File: config.mk
export PLATFORM = sky130hd
export DESIGN_NAME = fetch_stage
export DESIGN_NICKNAME = d
export VERILOG_FILES = /design/src/rtl/rv32_pkg.sv /design/src/rtl/fetch_skid_buf.sv /design/src/rtl/fetch_stage.sv
export SDC_FILE = /design/constraint.sdc
export NUM_CORES = 1
export LEC_CHECK = 0
export CORE_MARGIN = 2
export CORE_UTILIZATION = 50
export CTS_CLUSTER_DIAMETER = 80
export DETAILED_ROUTE_END_ITERATION = 7
export PLACE_DENSITY = 0.88
export RECOVER_POWER = 50
export SYNTH_ARGS = -nofsm -noshare
export SYNTH_HDL_FRONTEND = slang
export SYNTH_SLANG_ARGS = --single-unit
File: constraint.sdc
create_clock -name clk_i -period 8.6 [get_ports clk_i]
set_clock_uncertainty 0.05 [all_clocks]
set_input_delay 1.72 -clock clk_i [delete_from_list [all_inputs] [get_ports clk_i]]
set_output_delay 1.72 -clock clk_i [all_outputs]
set_load 0.01 [all_outputs]
File: src/rtl/rv32_pkg.sv
// Shared PSRV32 definitions: NOP encoding, base opcodes used by decode, fetch FSM states.
// The TRAP state exists only when FETCH_MISALIGN_CHK_EN is defined.
package rv32_pkg;

    localparam logic [31:0] NOP_INSTR = 32'h0000_0013;

    localparam logic [6:0] OPC_LUI    = 7'b0110111;
    localparam logic [6:0] OPC_AUIPC  = 7'b0010111;
    localparam logic [6:0] OPC_JAL    = 7'b1101111;
    localparam logic [6:0] OPC_JALR   = 7'b1100111;
    localparam logic [6:0] OPC_BRANCH = 7'b1100011;
    localparam logic [6:0] OPC_LOAD   = 7'b0000011;
    localparam logic [6:0] OPC_STORE  = 7'b0100011;
    localparam logic [6:0] OPC_OP_IMM = 7'b0010011;
    localparam logic [6:0] OPC_OP     = 7'b0110011;
    localparam logic [6:0] OPC_SYSTEM = 7'b1110011;

    typedef enum logic [2:0] {
        RST,
        FETCH,
        WAIT,
        HOLD
`ifdef FETCH_MISALIGN_CHK_EN
        , TRAP
`endif
    } fetch_state_t;

endpackage

File: src/rtl/fetch_skid_buf.sv
// One-entry {instr, pc} buffer catching a fetch response while decode stalls.
// Flush wins over fill; fill wins over drain.
module fetch_skid_buf
    import rv32_pkg::*;
(
    input  logic        clk,
    input  logic        rst,
    input  logic        flush,
    input  logic        fill,
    input  logic [31:0] fill_instr,
    input  logic [31:0] fill_pc,
    input  logic        drain,
    output logic        valid,
    output logic [31:0] instr,
    output logic [31:0] pc
);

    always_ff @(posedge clk or posedge rst) begin
        if (rst) begin
            valid <= 1'b0;
            instr <= NOP_INSTR;
            pc    <= '0;
        end else if (flush) begin
            valid <= 1'b0;
        end else if (fill) begin
            valid <= 1'b1;
            instr <= fill_instr;
            pc    <= fill_pc;
        end else if (drain) begin
            valid <= 1'b0;
        end
    end

endmodule

File: src/rtl/fetch_stage.sv
// PSRV32 instruction fetch: PC, single-outstanding imem requests, IF/ID register with skid.
// Optional misaligned-redirect trap enabled by defining FETCH_MISALIGN_CHK_EN.
module fetch_stage
    import rv32_pkg::*;
#(
    parameter logic [31:0] RESET_PC = 32'h0000_0000
) (
    input  logic        clk_i,
    input  logic        rst_i,
    output logic        imem_req_o,
    output logic [31:0] imem_addr_o,
    input  logic        imem_gnt_i,
    input  logic        imem_rvalid_i,
    input  logic [31:0] imem_rdata_i,
    input  logic        redirect_i,
    input  logic [31:0] redirect_pc_i,
    input  logic        stall_i,
    output logic        instr_valid_o,
    output logic [31:0] instr_o,
    output logic [31:0] pc_o
`ifdef FETCH_MISALIGN_CHK_EN
    ,
    output logic        fetch_misalign_o
`endif
);

    fetch_state_t state_q;
    logic [31:0]  pc_q;
    logic [31:0]  fetch_pc_q;
    logic         kill_q;

    logic         skid_valid;
    logic [31:0]  skid_instr;
    logic [31:0]  skid_pc;

    logic [31:0]  target;
    logic         in_trap;
    logic         resp_ok;
    logic         out_free;
    logic         out_load;
    logic         skid_fill;
    logic         skid_drain;
    logic         kill_next;

`ifdef FETCH_MISALIGN_CHK_EN
    logic misaligned;
    assign misaligned = |redirect_pc_i[1:0];
    assign target     = redirect_pc_i;
    assign in_trap    = (state_q == TRAP);
`else
    logic unused_pc_lsb;
    assign unused_pc_lsb = ^redirect_pc_i[1:0];
    assign target        = {redirect_pc_i[31:2], 2'b00};
    assign in_trap       = 1'b0;
`endif

    assign imem_req_o  = (state_q == FETCH);
    assign imem_addr_o = pc_q;

    assign resp_ok    = (state_q == WAIT) && imem_rvalid_i && !kill_q;
    assign out_free   = !instr_valid_o || !stall_i;
    assign out_load   = out_free && !in_trap;
    assign skid_fill  = resp_ok && !out_free && !redirect_i;
    assign skid_drain = skid_valid && !stall_i;

    // A response is still owed if a grant lands now, or one was pending and did not just return.
    assign kill_next = (imem_req_o && imem_gnt_i) ||
                       (((state_q == WAIT) || kill_q) && !imem_rvalid_i);

    fetch_skid_buf u_skid (
        .clk       (clk_i),
        .rst       (rst_i),
        .flush     (redirect_i),
        .fill      (skid_fill),
        .fill_instr(imem_rdata_i),
        .fill_pc   (fetch_pc_q),
        .drain     (skid_drain),
        .valid     (skid_valid),
        .instr     (skid_instr),
        .pc        (skid_pc)
    );

    always_ff @(posedge clk_i or posedge rst_i) begin
        if (rst_i) begin
            state_q       <= RST;
            pc_q          <= RESET_PC;
            fetch_pc_q    <= RESET_PC;
            kill_q        <= 1'b0;
            instr_valid_o <= 1'b0;
            instr_o       <= NOP_INSTR;
            pc_o          <= '0;
`ifdef FETCH_MISALIGN_CHK_EN
            fetch_misalign_o <= 1'b0;
`endif
        end else if (redirect_i) begin
            pc_q    <= target;
            kill_q  <= kill_next;
            instr_o <= NOP_INSTR;
`ifdef FETCH_MISALIGN_CHK_EN
            fetch_misalign_o <= misaligned;
            if (misaligned) begin
                state_q       <= TRAP;
                instr_valid_o <= 1'b1;
                pc_o          <= redirect_pc_i;
            end else begin
                state_q       <= kill_next ? WAIT : FETCH;
                instr_valid_o <= 1'b0;
            end
`else
            state_q       <= kill_next ? WAIT : FETCH;
            instr_valid_o <= 1'b0;
`endif
        end else begin
            if (imem_rvalid_i) begin
                kill_q <= 1'b0;
            end

            // Skid has priority: it always holds the older instruction.
            if (out_load) begin
                if (skid_valid) begin
                    instr_valid_o <= 1'b1;
                    instr_o       <= skid_instr;
                    pc_o          <= skid_pc;
                end else if (resp_ok) begin
                    instr_valid_o <= 1'b1;
                    instr_o       <= imem_rdata_i;
                    pc_o          <= fetch_pc_q;
                end else begin
                    instr_valid_o <= 1'b0;
                    instr_o       <= NOP_INSTR;
                end
            end

            case (state_q)
                RST:   state_q <= FETCH;
                FETCH: begin
                    if (imem_gnt_i) begin
                        pc_q       <= pc_q + 32'd4;
                        fetch_pc_q <= pc_q;
                        state_q    <= WAIT;
                    end
                end
                WAIT: begin
                    if (imem_rvalid_i) begin
                        state_q <= skid_fill ? HOLD : FETCH;
                    end
                end
                HOLD: begin
                    if (!stall_i) begin
                        state_q <= FETCH;
                    end
                end
`ifdef FETCH_MISALIGN_CHK_EN
                TRAP:    state_q <= TRAP;
`endif
                default: state_q <= RST;
            endcase
        end
    end

endmodule

==> results of run 1 <==
-- tightest hold or removal path, stage by stage (launching register included) --
cell,delay (ns)
dfrtp_1,0.34
nand2_1,0.05
o21ai_0,0.06
-- worst min path at each step --
stage / from / endpoint / slack, ns / depth (start not counted)
after global placement: instr_o[29]$_DFFE_PP0P_ / instr_o[29]$_DFFE_PP0P_ / 0.41 / 2
after CTS: instr_o[7]$_DFFE_PP0P_ / instr_o[7]$_DFFE_PP0P_ / 0.44 / 2
after global routing: pc_o[7]$_DFFE_PP0P_ / pc_o[7]$_DFFE_PP0P_ / 0.46 / 2
final: pc_o[4]$_DFFE_PP0P_ / pc_o[4]$_DFFE_PP0P_ / 0.43 / 2
after detailed placement: instr_o[27]$_DFFE_PP0P_ / instr_o[27]$_DFFE_PP0P_ / 0.42 / 2
after floorplan: u_skid.instr[2]$_DFFE_PP0P_ / u_skid.instr[2]$_DFFE_PP0P_ / 0.43 / 1
-- power groups by stage --
stage / registers [uW] / clock network, uW / logic (uW)
finish: 1180 / 794 / 503
global route: 1200 / 848 / 555
CTS: 1180 / 810 / 545
detailed placement: 1190 / 0 / 542
global placement: 1190 / 0 / 526
floorplan: 1200 / 0 / 259
-- sequential cells by signal, summed over array words and instances (netlist names) --
| name | cells |
|---|---|
| fetch_pc_q | 30 |
| imem_addr_o | 30 |
| instr_o | 32 |
| instr_valid_o | 1 |
| kill_q | 1 |
| pc_o | 30 |
| state_q | 2 |
| u_skid.instr | 32 |
| u_skid.pc | 30 |
| u_skid.valid | 1 |
-- cell usage in the layout (no fill, tap or decap), types with 17 or more instances in the layout --
master	synthesis	final
nand2_1	100	99
dfrtp_1	183	182
o21ai_1	22	18
o21ai_0	68	72
xor2_1	17	17
mux2i_1	59	59
clkdlybuf4s50_1	0	64
clkbuf_16	0	17
mux2_2	97	97
dlygate4sd3_1	0	96
-- routing by layer --
metal | GRT usage (%) | part of all wire (%)
met5 | 0 | 0
met4 | 6.93 | 2.0
met3 | 4.52 | 5.3
met2 | 35.5 | 48
met1 | 27.9 | 45
-- synthesized netlist by cell type, drive strengths merged --
library cell and count:
a21oi 6, a311o 1, and2 3, and3 5
and4 1, and4bb 1, buf 19, clkbuf 23
conb 1, dfrtp 183, dfstp 6, ha 1
inv 7, mux2 97, mux2i 59, nand2 100
nand2b 1, nand3 13, nand3b 1, nand4 12
nand4b 1, nor2 13, nor3 6, nor4 5
o211a 1, o211ai 1, o21ai 90, o22a 3
o31a 1, or2 1, or2b 1, or3 2
xnor2 11, xor2 17
-- metrics by stage --
step / setup WS, ns / instance area (um^2)
6_report: 2.73 / 10600
5_1_grt: 2.36 / 10600
4_1_cts: 4.83 / 10700
3_5_place_dp: 4.38 / 10100
3_3_place_gp: 4.44 / 10100
2_1_floorplan: 1.70 / 8320
-- cell type report --
| class | instances | area [um^2] |
|---|---|---|
| clock inverters | 13 | 153 |
| repair buffers | 166 | 1640 |
| fillers | 1225 | 5800 |
| well taps | 220 | 275 |
| diodes | 1 | 2.50 |
| clock buffers | 19 | 443 |
| inverters | 7 | 33.8 |
| multi-input cells | 458 | 3320 |
| flip-flops and latches | 189 | 4740 |
-- cells by family after synthesis --
family,Yosys count,share of synthesized area [%]
xor gates and xnor gates,28,2.95
DFF,189,57.0
AOI/OAI and AO/OA,103,6.53
buffers and inverters,49,2.77
and+or+nand+nor,166,10.3
adders and majority gates,1,0.150
muxes,156,20.2
other,1,0.0451
==> impl_metrics.yaml, run 1 <==
outcome:
  status: "finished, violations left"
  violations: "max-capacitance violations, max-slew violations"
drt:
  drt-total-wl_mm: 18.0
  remaining_drc_errors: 0
  drt-initial-drc-count: 290
  drtPass1Iterations: 4
  routedWlPerCell_um: 16.8
  via_per_inst: 5.39
  postRouteAntennaNets: 0
  vias: 5780
place:
  dp_cells: 1040
  dp_hpwl_mm: 11.7
  port_buffers: 161
  gp_congestion: 0.790
setup_path:
  worstSetupEndpointType: "flip-flop"
  crit-reg2reg-launch: "u_skid.valid$_DFFE_PP0P_"
  critical_path_class: "in -> reg"
  worstPathCellList: "dlygate4sd3_1 > and4bb_1 > o21ai_0 > buf_4 > o21ai_0"
  crit_family: "compound AO/OA/AOI/OAI gates"
  crit_fanout: 62
  cp_slowest_cell: "o21ai_0"
  ff2ff_path_depth: 3
  reg2reg_to: "instr_o[26]$_DFFE_PP0P_"
  cp-endpoint: "instr_o[26]$_DFFE_PP0P_"
  critPathBufInv: 2
  max_stage_delay_ns: 2.48
  cp.required_ns: 8.83
  arrival_ns: 6.10
  r2r_slack_ns: 4.11
  cp-startpoint: "imem_rvalid_i"
  cp-start-kind: "primary input"
  cp_num_cells: 5
  crit_top_cell: "o21ai_0"
timing:
  final-setup-viol-count: 0
  period_needed_ns: 5.87
  hold_slack_ns: 0.426
  max_slew_margin_pct: -124
  period_share_pct: 68.2
  fin_setup_tns_ns: 0
  worst_pin_slew_ns: 3.33
  drv_slew: 32
  rsz0062_at_grt: "no"
  hold_violations: 0
  max_freq_ghz: 0.170
power:
  power_uw: 2470
  p_per_area_nw_per_um2: 233
  p_clk_share_pct: 32.1
  intPower_uw: 1780
  switching_share_pct: 28.2
  ir_worst_vdd_uv: 154
  p_switching_uw: 697
  seqPwrFrac_pct: 47.5
  power_leakage_uw: 0.00475
  comb_power_share_pct: 20.3
clock_tree:
  tritoncts: "built"
  cts_buffers: 17
  clk_latency_ns: 0.43
  cts.clk_slew.worst_paths_ns: 0.07
  cts_resized: 0
  post_cts_buffers: 0
  cts-root-buf: "clkbuf_16"
  cts.sinks: 189
  hold_buffers: 0
  htree_levels: 4
  clk_path_buf_depth: 2
floorplanning:
  core_area_um2: 16400
  io_pins: 168
  die_h_um: 133
  die-area_um2: 17700
  row_count: 47
  die_w_um: 133
  start_util_pct: 50.7
logic_synthesis:
  yosysSeqAreaShare_pct: 57.0
  syn_area_per_cell_um2: 12.0
  netlist_instances: 693
  synth-seq-cells: 189
  synth_largest_area_cell: "dfrtp_1"
  synth_area_leaders: "dfrtp_1, mux2_2, mux2i_1, nand2_1, o21ai_0"
  synth_area_um2: 8310
  synth_warnings: 0
  synth_top_area_share_pct: 55.1
  synth.distinct_cells: 47
min_path:
  min_path_type: "reg -> reg"
grt:
  antenna_found_initial: 1
  grt_pass1_wl_mm: 29.7
  grt_overflow: 0
  grt_max_degree: 109
  grt_pass1_vias: 5817
  grt_use_total_pct: 21.3
finish:
  instances_no_fill: 1073
  nets: 910
  final_core_util_pct: 64.7
  drive_gt1_share_pct: 18.7
  area_delta_synth_final_pct: 27.6
flow_run:
  drv_cap: 1
Power figures use the tool's default switching activity.
==> inputs of run 2 (changes only) <==
==> constraint.sdc (replaced) <==
create_clock -name clk_i -period 6.1 [get_ports clk_i]
set_clock_uncertainty 0.05 [all_clocks]
set_input_delay 1.22 -clock clk_i [delete_from_list [all_inputs] [get_ports clk_i]]
set_output_delay 1.22 -clock clk_i [all_outputs]
set_load 0.01 [all_outputs]
==> run 2 against run 1 <==
The run still ends with max-capacitance violations, max-slew violations left. Register-to-register slack worse by 1.3 ns. Clock-buffer cell count stayed put. Die area stayed put.
==> impl_metrics.yaml, run 2 (same netlist as run 1, synthesis figures left out) <==
setup_path:
  worstSetupEndpointType: "flip-flop"
  arrival_ns: 4.38
  cp_slowest_cell: "o21ai_0"
  cp-start-kind: "primary input"
  crit_family: "compound AO/OA/AOI/OAI gates"
  worstPathCellList: "dlygate4sd3_1 > and4bb_1 > o21ai_0 > buf_4 > o21ai_0"
  max_stage_delay_ns: 1.52
  crit_top_cell: "o21ai_0"
  critical_path_class: "in -> reg"
  crit_fanout: 44
  cp.required_ns: 6.33
  critPathBufInv: 2
drt:
  drtPass1Iterations: 4
  routedWlPerCell_um: 17.1
  drt-total-wl_mm: 18.3
  vias: 5746
  postRouteAntennaNets: 0
  remaining_drc_errors: 0
  via_per_inst: 5.35
  drt-initial-drc-count: 268
clock_tree:
  cts.clk_slew.worst_paths_ns: 0.06
  post_cts_buffers: 0
  cts-root-buf: "clkbuf_16"
  cts.sinks: 189
  cts_buffers: 17
  cts_resized: 0
  tritoncts: "built"
  htree_levels: 4
  hold_buffers: 0
  clk_path_buf_depth: 2
  clk_latency_ns: 0.43
place:
  port_buffers: 161
  dp_hpwl_mm: 11.9
  gp_congestion: 0.860
power:
  power_leakage_uw: 0.00461
  p_clk_share_pct: 30.4
  p_switching_uw: 977
  comb_power_share_pct: 21.7
  seqPwrFrac_pct: 47.9
  switching_share_pct: 28.2
  ir_worst_vdd_uv: 199
  intPower_uw: 2490
  p_per_area_nw_per_um2: 327
timing:
  period_share_pct: 68.0
  drv_slew: 209
  period_needed_ns: 4.15
  hold_violations: 0
  final-setup-viol-count: 0
  worst_pin_slew_ns: 2.57
  hold_slack_ns: 0.427
  max_slew_margin_pct: -71.5
  fin_setup_tns_ns: 0
  rsz0062_at_grt: "no"
  max_freq_ghz: 0.241
floorplanning:
  die-area_um2: 17700
  start_util_pct: 50.7
  row_count: 47
  die_h_um: 133
  die_w_um: 133
  io_pins: 168
  core_area_um2: 16400
flow_run:
  drv_cap: 2
grt:
  gr-usage-met2_pct: 35.6
  grt_max_degree: 190
  grt_pass1_vias: 5871
  grt_use_total_pct: 21.6
  busiest_layer: "met2"
  grt_pass1_wl_mm: 30.1
  met1_usage_pct: 28.4
  met3_usage_pct: 4.79
  antenna_found_initial: 1
  grt_overflow: 0
min_path:
  min_path_type: "reg -> reg"
finish:
  area_delta_synth_final_pct: 27.7
  seq_area_um2: 4740
  final_core_util_pct: 64.7
  drive_gt1_share_pct: 19.3
  final_cell_mix: "dfrtp_1, clkdlybuf4s50_1, nand2_1"
  top_regs: "instr_o: 32 flops, u_skid.instr: 32 flops"
  nets: 912
  insertedDiodeCount: 0
  multi_input_area_um2: 3350
  nFillCells: 1255
  final_common_cell: "dfrtp_1"
outcome:
  status: "finished, violations left"
  violations: "max-capacitance violations, max-slew violations"
[run 2: cell type report]
class	count	area share, %
clock buffer	19	4.17
clock inverter	13	1.10
inverter	7	0.283
multi-input combinational	458	31.6
sequential	189	44.7
tap	220	2.59
timing repair buffer	168	15.6
[run 2: worst paths after layout]
check	cells after the start	end	start	slack (ns)
max	5	instr_o[22]$_DFFE_PP0P_	imem_rvalid_i	1.95
min	2	pc_o[6]$_DFFE_PP0P_	pc_o[6]$_DFFE_PP0P_	0.43
max reg2reg	4	instr_o[22]$_DFFE_PP0P_	state_q[1]$_DFFE_PP0P_	2.85
min reg2reg	2	pc_o[6]$_DFFE_PP0P_	pc_o[6]$_DFFE_PP0P_	0.43
max in group asynchronous	3	u_skid.valid$_DFFE_PP0P_	rst_i	2.06
min in group asynchronous	3	u_skid.instr[12]$_DFFE_PP0P_	rst_i	2.09
[run 2: metrics by stage]
stage | cells | area [um^2] | total power [uW] | setup WS (ns)
final | 1074 | 10600 | 3470 | 1.95
after floorplan | 696 | 8330 | 2060 | 2.40
after global routing | 1074 | 10600 | 3660 | 1.48
after detailed placement | 1042 | 10100 | 2450 | 2.50
after global placement | 1042 | 10100 | 2420 | 2.50
after CTS | 1074 | 10700 | 3510 | 2.95
[run 2: worst min-delay path, cell delays in order (launching register included)]
cell and delay [ns]:
dfrtp_1 0.34, nand2_1 0.04, o21ai_0 0.06
[run 2: power groups by stage]
stage	sequential (uW)	clock, uW	combinational [uW]
final	1660	1050	753
after global routing	1700	1130	830
after CTS	1660	1080	775
after detailed placement	1680	0	771
after global placement	1670	0	746
after floorplan	1690	0	365
[run 2: metal layers]
layer | wire, um | part of all wire [%] | vias to the layer above
met3 | 876 | 4.8 | 30
li1 | - | - | 2707
met5 | 9 | 0.049 | -
met1 | 8130 | 44 | 2846
met4 | 312 | 1.7 | 2
met2 | 9010 | 49 | 161
==> inputs of run 3 (changes only) <==
--- a/config.mk
+++ b/config.mk
@@ -6,10 +6,10 @@
 export NUM_CORES = 1
 export LEC_CHECK = 0
 export CORE_MARGIN = 2
-export CORE_UTILIZATION = 50
+export CORE_UTILIZATION = 47
 export CTS_CLUSTER_DIAMETER = 80
 export DETAILED_ROUTE_END_ITERATION = 7
-export PLACE_DENSITY = 0.88
+export PLACE_DENSITY = 0.87
 export RECOVER_POWER = 50
 export SYNTH_ARGS = -nofsm -noshare
 export SYNTH_HDL_FRONTEND = slang
==> constraint.sdc (replaced) <==
create_clock -name clk_i -period 3.81 [get_ports clk_i]
set_clock_uncertainty 0.05 [all_clocks]
set_input_delay 0.762 -clock clk_i [delete_from_list [all_inputs] [get_ports clk_i]]
set_output_delay 0.762 -clock clk_i [all_outputs]
set_load 0.01 [all_outputs]
==> run 3 against run 2 <==
The run now ends clean. Clock-buffer cell count fell by 1. Die area rose by 6.2%. Total power rose by 64%. Cell count rose by 0.56%. Largest cell class unchanged. Design area rose by 0.99%. Combinational power rose by 62%. Non-clock buffer count rose by 2. Sequential cell count did not move. Wire length rose by 1.8%. Sequential share of layout area fell by 0.44 points.
==> impl_metrics.yaml, run 3 (same netlist as run 1, synthesis figures left out) <==
clock_tree:
  cts.clk_slew.worst_paths_ns: 0.07
  post_cts_buffers: 0
  cts-root-buf: "clkbuf_16"
  clk_path_buf_depth: 2
  hold_buffers: 0
  cts_buffers: 17
  cts_resized: 0
  cts.sinks: 189
  tritoncts: "built"
  htree_levels: 4
  clk_latency_ns: 0.42
timing:
  fin_setup_tns_ns: 0
  hold_slack_ns: 0.426
  max_slew_margin_pct: 2.52
  drv_slew: 0
  rsz0062_at_grt: "no"
  max_freq_ghz: 0.335
  final-setup-viol-count: 0
  worst_pin_slew_ns: 1.46
  period_needed_ns: 2.99
  hold_violations: 0
  finalWorstSetupSlack_ns: 0.822
  period_share_pct: 78.4
finish:
  top_regs: "instr_o: 32 flops, u_skid.instr: 32 flops"
  drive_gt1_share_pct: 19.5
  final_common_cell: "dfrtp_1"
  area_delta_synth_final_pct: 29.0
  nets: 914
  final_cell_mix: "dfrtp_1, clkdlybuf4s50_1, nand2_1"
  insertedDiodeCount: 0
place:
  port_buffers: 161
  place_ws_ns: 0.863
  gp_congestion: 0.799
  dp_hpwl_mm: 12.3
floorplanning:
  die_w_um: 137
  start_util_pct: 48.1
  io_pins: 168
  die-area_um2: 18800
  core_area_um2: 17300
  row_count: 48
  die_h_um: 137
power:
  intPower_uw: 4110
  comb_power_share_pct: 21.4
  p_per_area_nw_per_um2: 531
  p_clk_share_pct: 31.9
  seqPwrFrac_pct: 46.7
  ir_worst_vdd_uv: 321
  switching_share_pct: 27.8
  p_switching_uw: 1580
  power_leakage_uw: 0.00465
outcome:
  status: "finished clean"
setup_path:
  reg2reg_to: "pc_o[23]$_DFFE_PP0P_"
  cp_slowest_cell: "clkbuf_1"
  worstPathCellList: "dlygate4sd3_1 > and4bb_1 > o21ai_4 > clkbuf_1 > o21ai_0"
  crit_family: "buffers and inverters"
  critical_path_class: "in -> reg"
  ff2ff_path_depth: 3
  cp.required_ns: 4.00
  cp-endpoint: "pc_o[23]$_DFFE_PP0P_"
  worstSetupEndpointType: "flip-flop"
  cp_num_cells: 5
  cp-startpoint: "imem_rvalid_i"
  critPathBufInv: 2
  cp-start-kind: "primary input"
  r2r_slack_ns: 1.21
  max_stage_delay_ns: 1.08
  crit_fanout: 37
  arrival_ns: 3.17
  crit-reg2reg-launch: "u_skid.valid$_DFFE_PP0P_"
drt:
  drt-total-wl_mm: 18.7
  postRouteAntennaNets: 0
  drt-initial-drc-count: 307
  vias: 5761
  routedWlPerCell_um: 17.3
  remaining_drc_errors: 0
  drtPass1Iterations: 4
  via_per_inst: 5.33
grt:
  grt_pass1_wl_mm: 29.4
  grt_pass1_vias: 5629
  grt_overflow: 0
  grt_max_degree: 105
  antenna_found_initial: 1
  grt_use_total_pct: 20.3
min_path:
  min_path_type: "reg -> reg"
flow_run:
  drv_cap: 0
## run 3: changes by cell type in the layout (fill, tap and decap cells not counted), sizes merged
cell           change
clkinv             -3
bufinv             +2
clkdlybuf4s50      +2
buf                +1
inv                +1
dlygate4sd3        -2
## run 3: power groups by stage
stage / Clock [uW] / Combinational, uW / Sequential [uW]
after floorplan: 0 / 585 / 2710
after global placement: 0 / 1200 / 2680
after detailed placement: 0 / 1240 / 2700
after CTS: 1850 / 1250 / 2660
after global routing: 1930 / 1330 / 2710
final: 1810 / 1220 / 2660
## run 3: tightest hold or removal path, delay by kind of cell, from the launching register on
kind	cells	cell delay, ns
DFF	1	0.34
AOI/OAI and AO/OA	1	0.06
and+or+nand+nor	1	0.04
## run 3: worst min path at each step
| stage | startpoint | end | slack (ns) | depth (start not counted) |
|---|---|---|---|---|
| CTS | pc_o[14]$_DFFE_PP0P_ | pc_o[14]$_DFFE_PP0P_ | 0.43 | 2 |
| detailed placement | instr_o[27]$_DFFE_PP0P_ | instr_o[27]$_DFFE_PP0P_ | 0.42 | 2 |
| floorplan | u_skid.instr[2]$_DFFE_PP0P_ | u_skid.instr[2]$_DFFE_PP0P_ | 0.43 | 1 |
| global route | pc_o[14]$_DFFE_PP0P_ | pc_o[14]$_DFFE_PP0P_ | 0.45 | 2 |
| finish | pc_o[14]$_DFFE_PP0P_ | pc_o[14]$_DFFE_PP0P_ | 0.43 | 2 |
| global placement | instr_o[24]$_DFFE_PP0P_ | instr_o[24]$_DFFE_PP0P_ | 0.41 | 2 |
## run 3: final cells by class
cell class | count | area, um^2
Sequential cell | 189 | 4740
Clock inverter | 13 | 164
Multi-Input combinational cell | 458 | 3370
Timing Repair Buffer | 170 | 1710
Fill cell | 1394 | 6580
Clock buffer | 18 | 429
Inverter | 7 | 27.5
Tap cell | 225 | 282
## run 3: stage by stage
stage / power (uW) / instance area (um^2) / cells / util [%]
3_5_place_dp: 3940 / 10200 / 1049 / 58.8
5_1_grt: 5970 / 10700 / 1080 / 62.0
6_report: 5690 / 10700 / 1080 / 62.0
2_1_floorplan: 3300 / 8330 / 696 / -
4_1_cts: 5760 / 10800 / 1080 / 62.2
3_3_place_gp: 3880 / 10200 / 1049 / 58.8
## run 3: routing by layer
| metal | up-vias | GRT usage, % | share of wire, % |
|---|---|---|---|
| met2 | 152 | 32.6 | 48 |
| li1 | 2716 | - | - |
| met4 | 2 | 7.45 | 2.1 |
| met3 | 28 | 5.07 | 5.5 |
| met5 | - | 0 | 0.086 |
| met1 | 2863 | 26.8 | 44 |
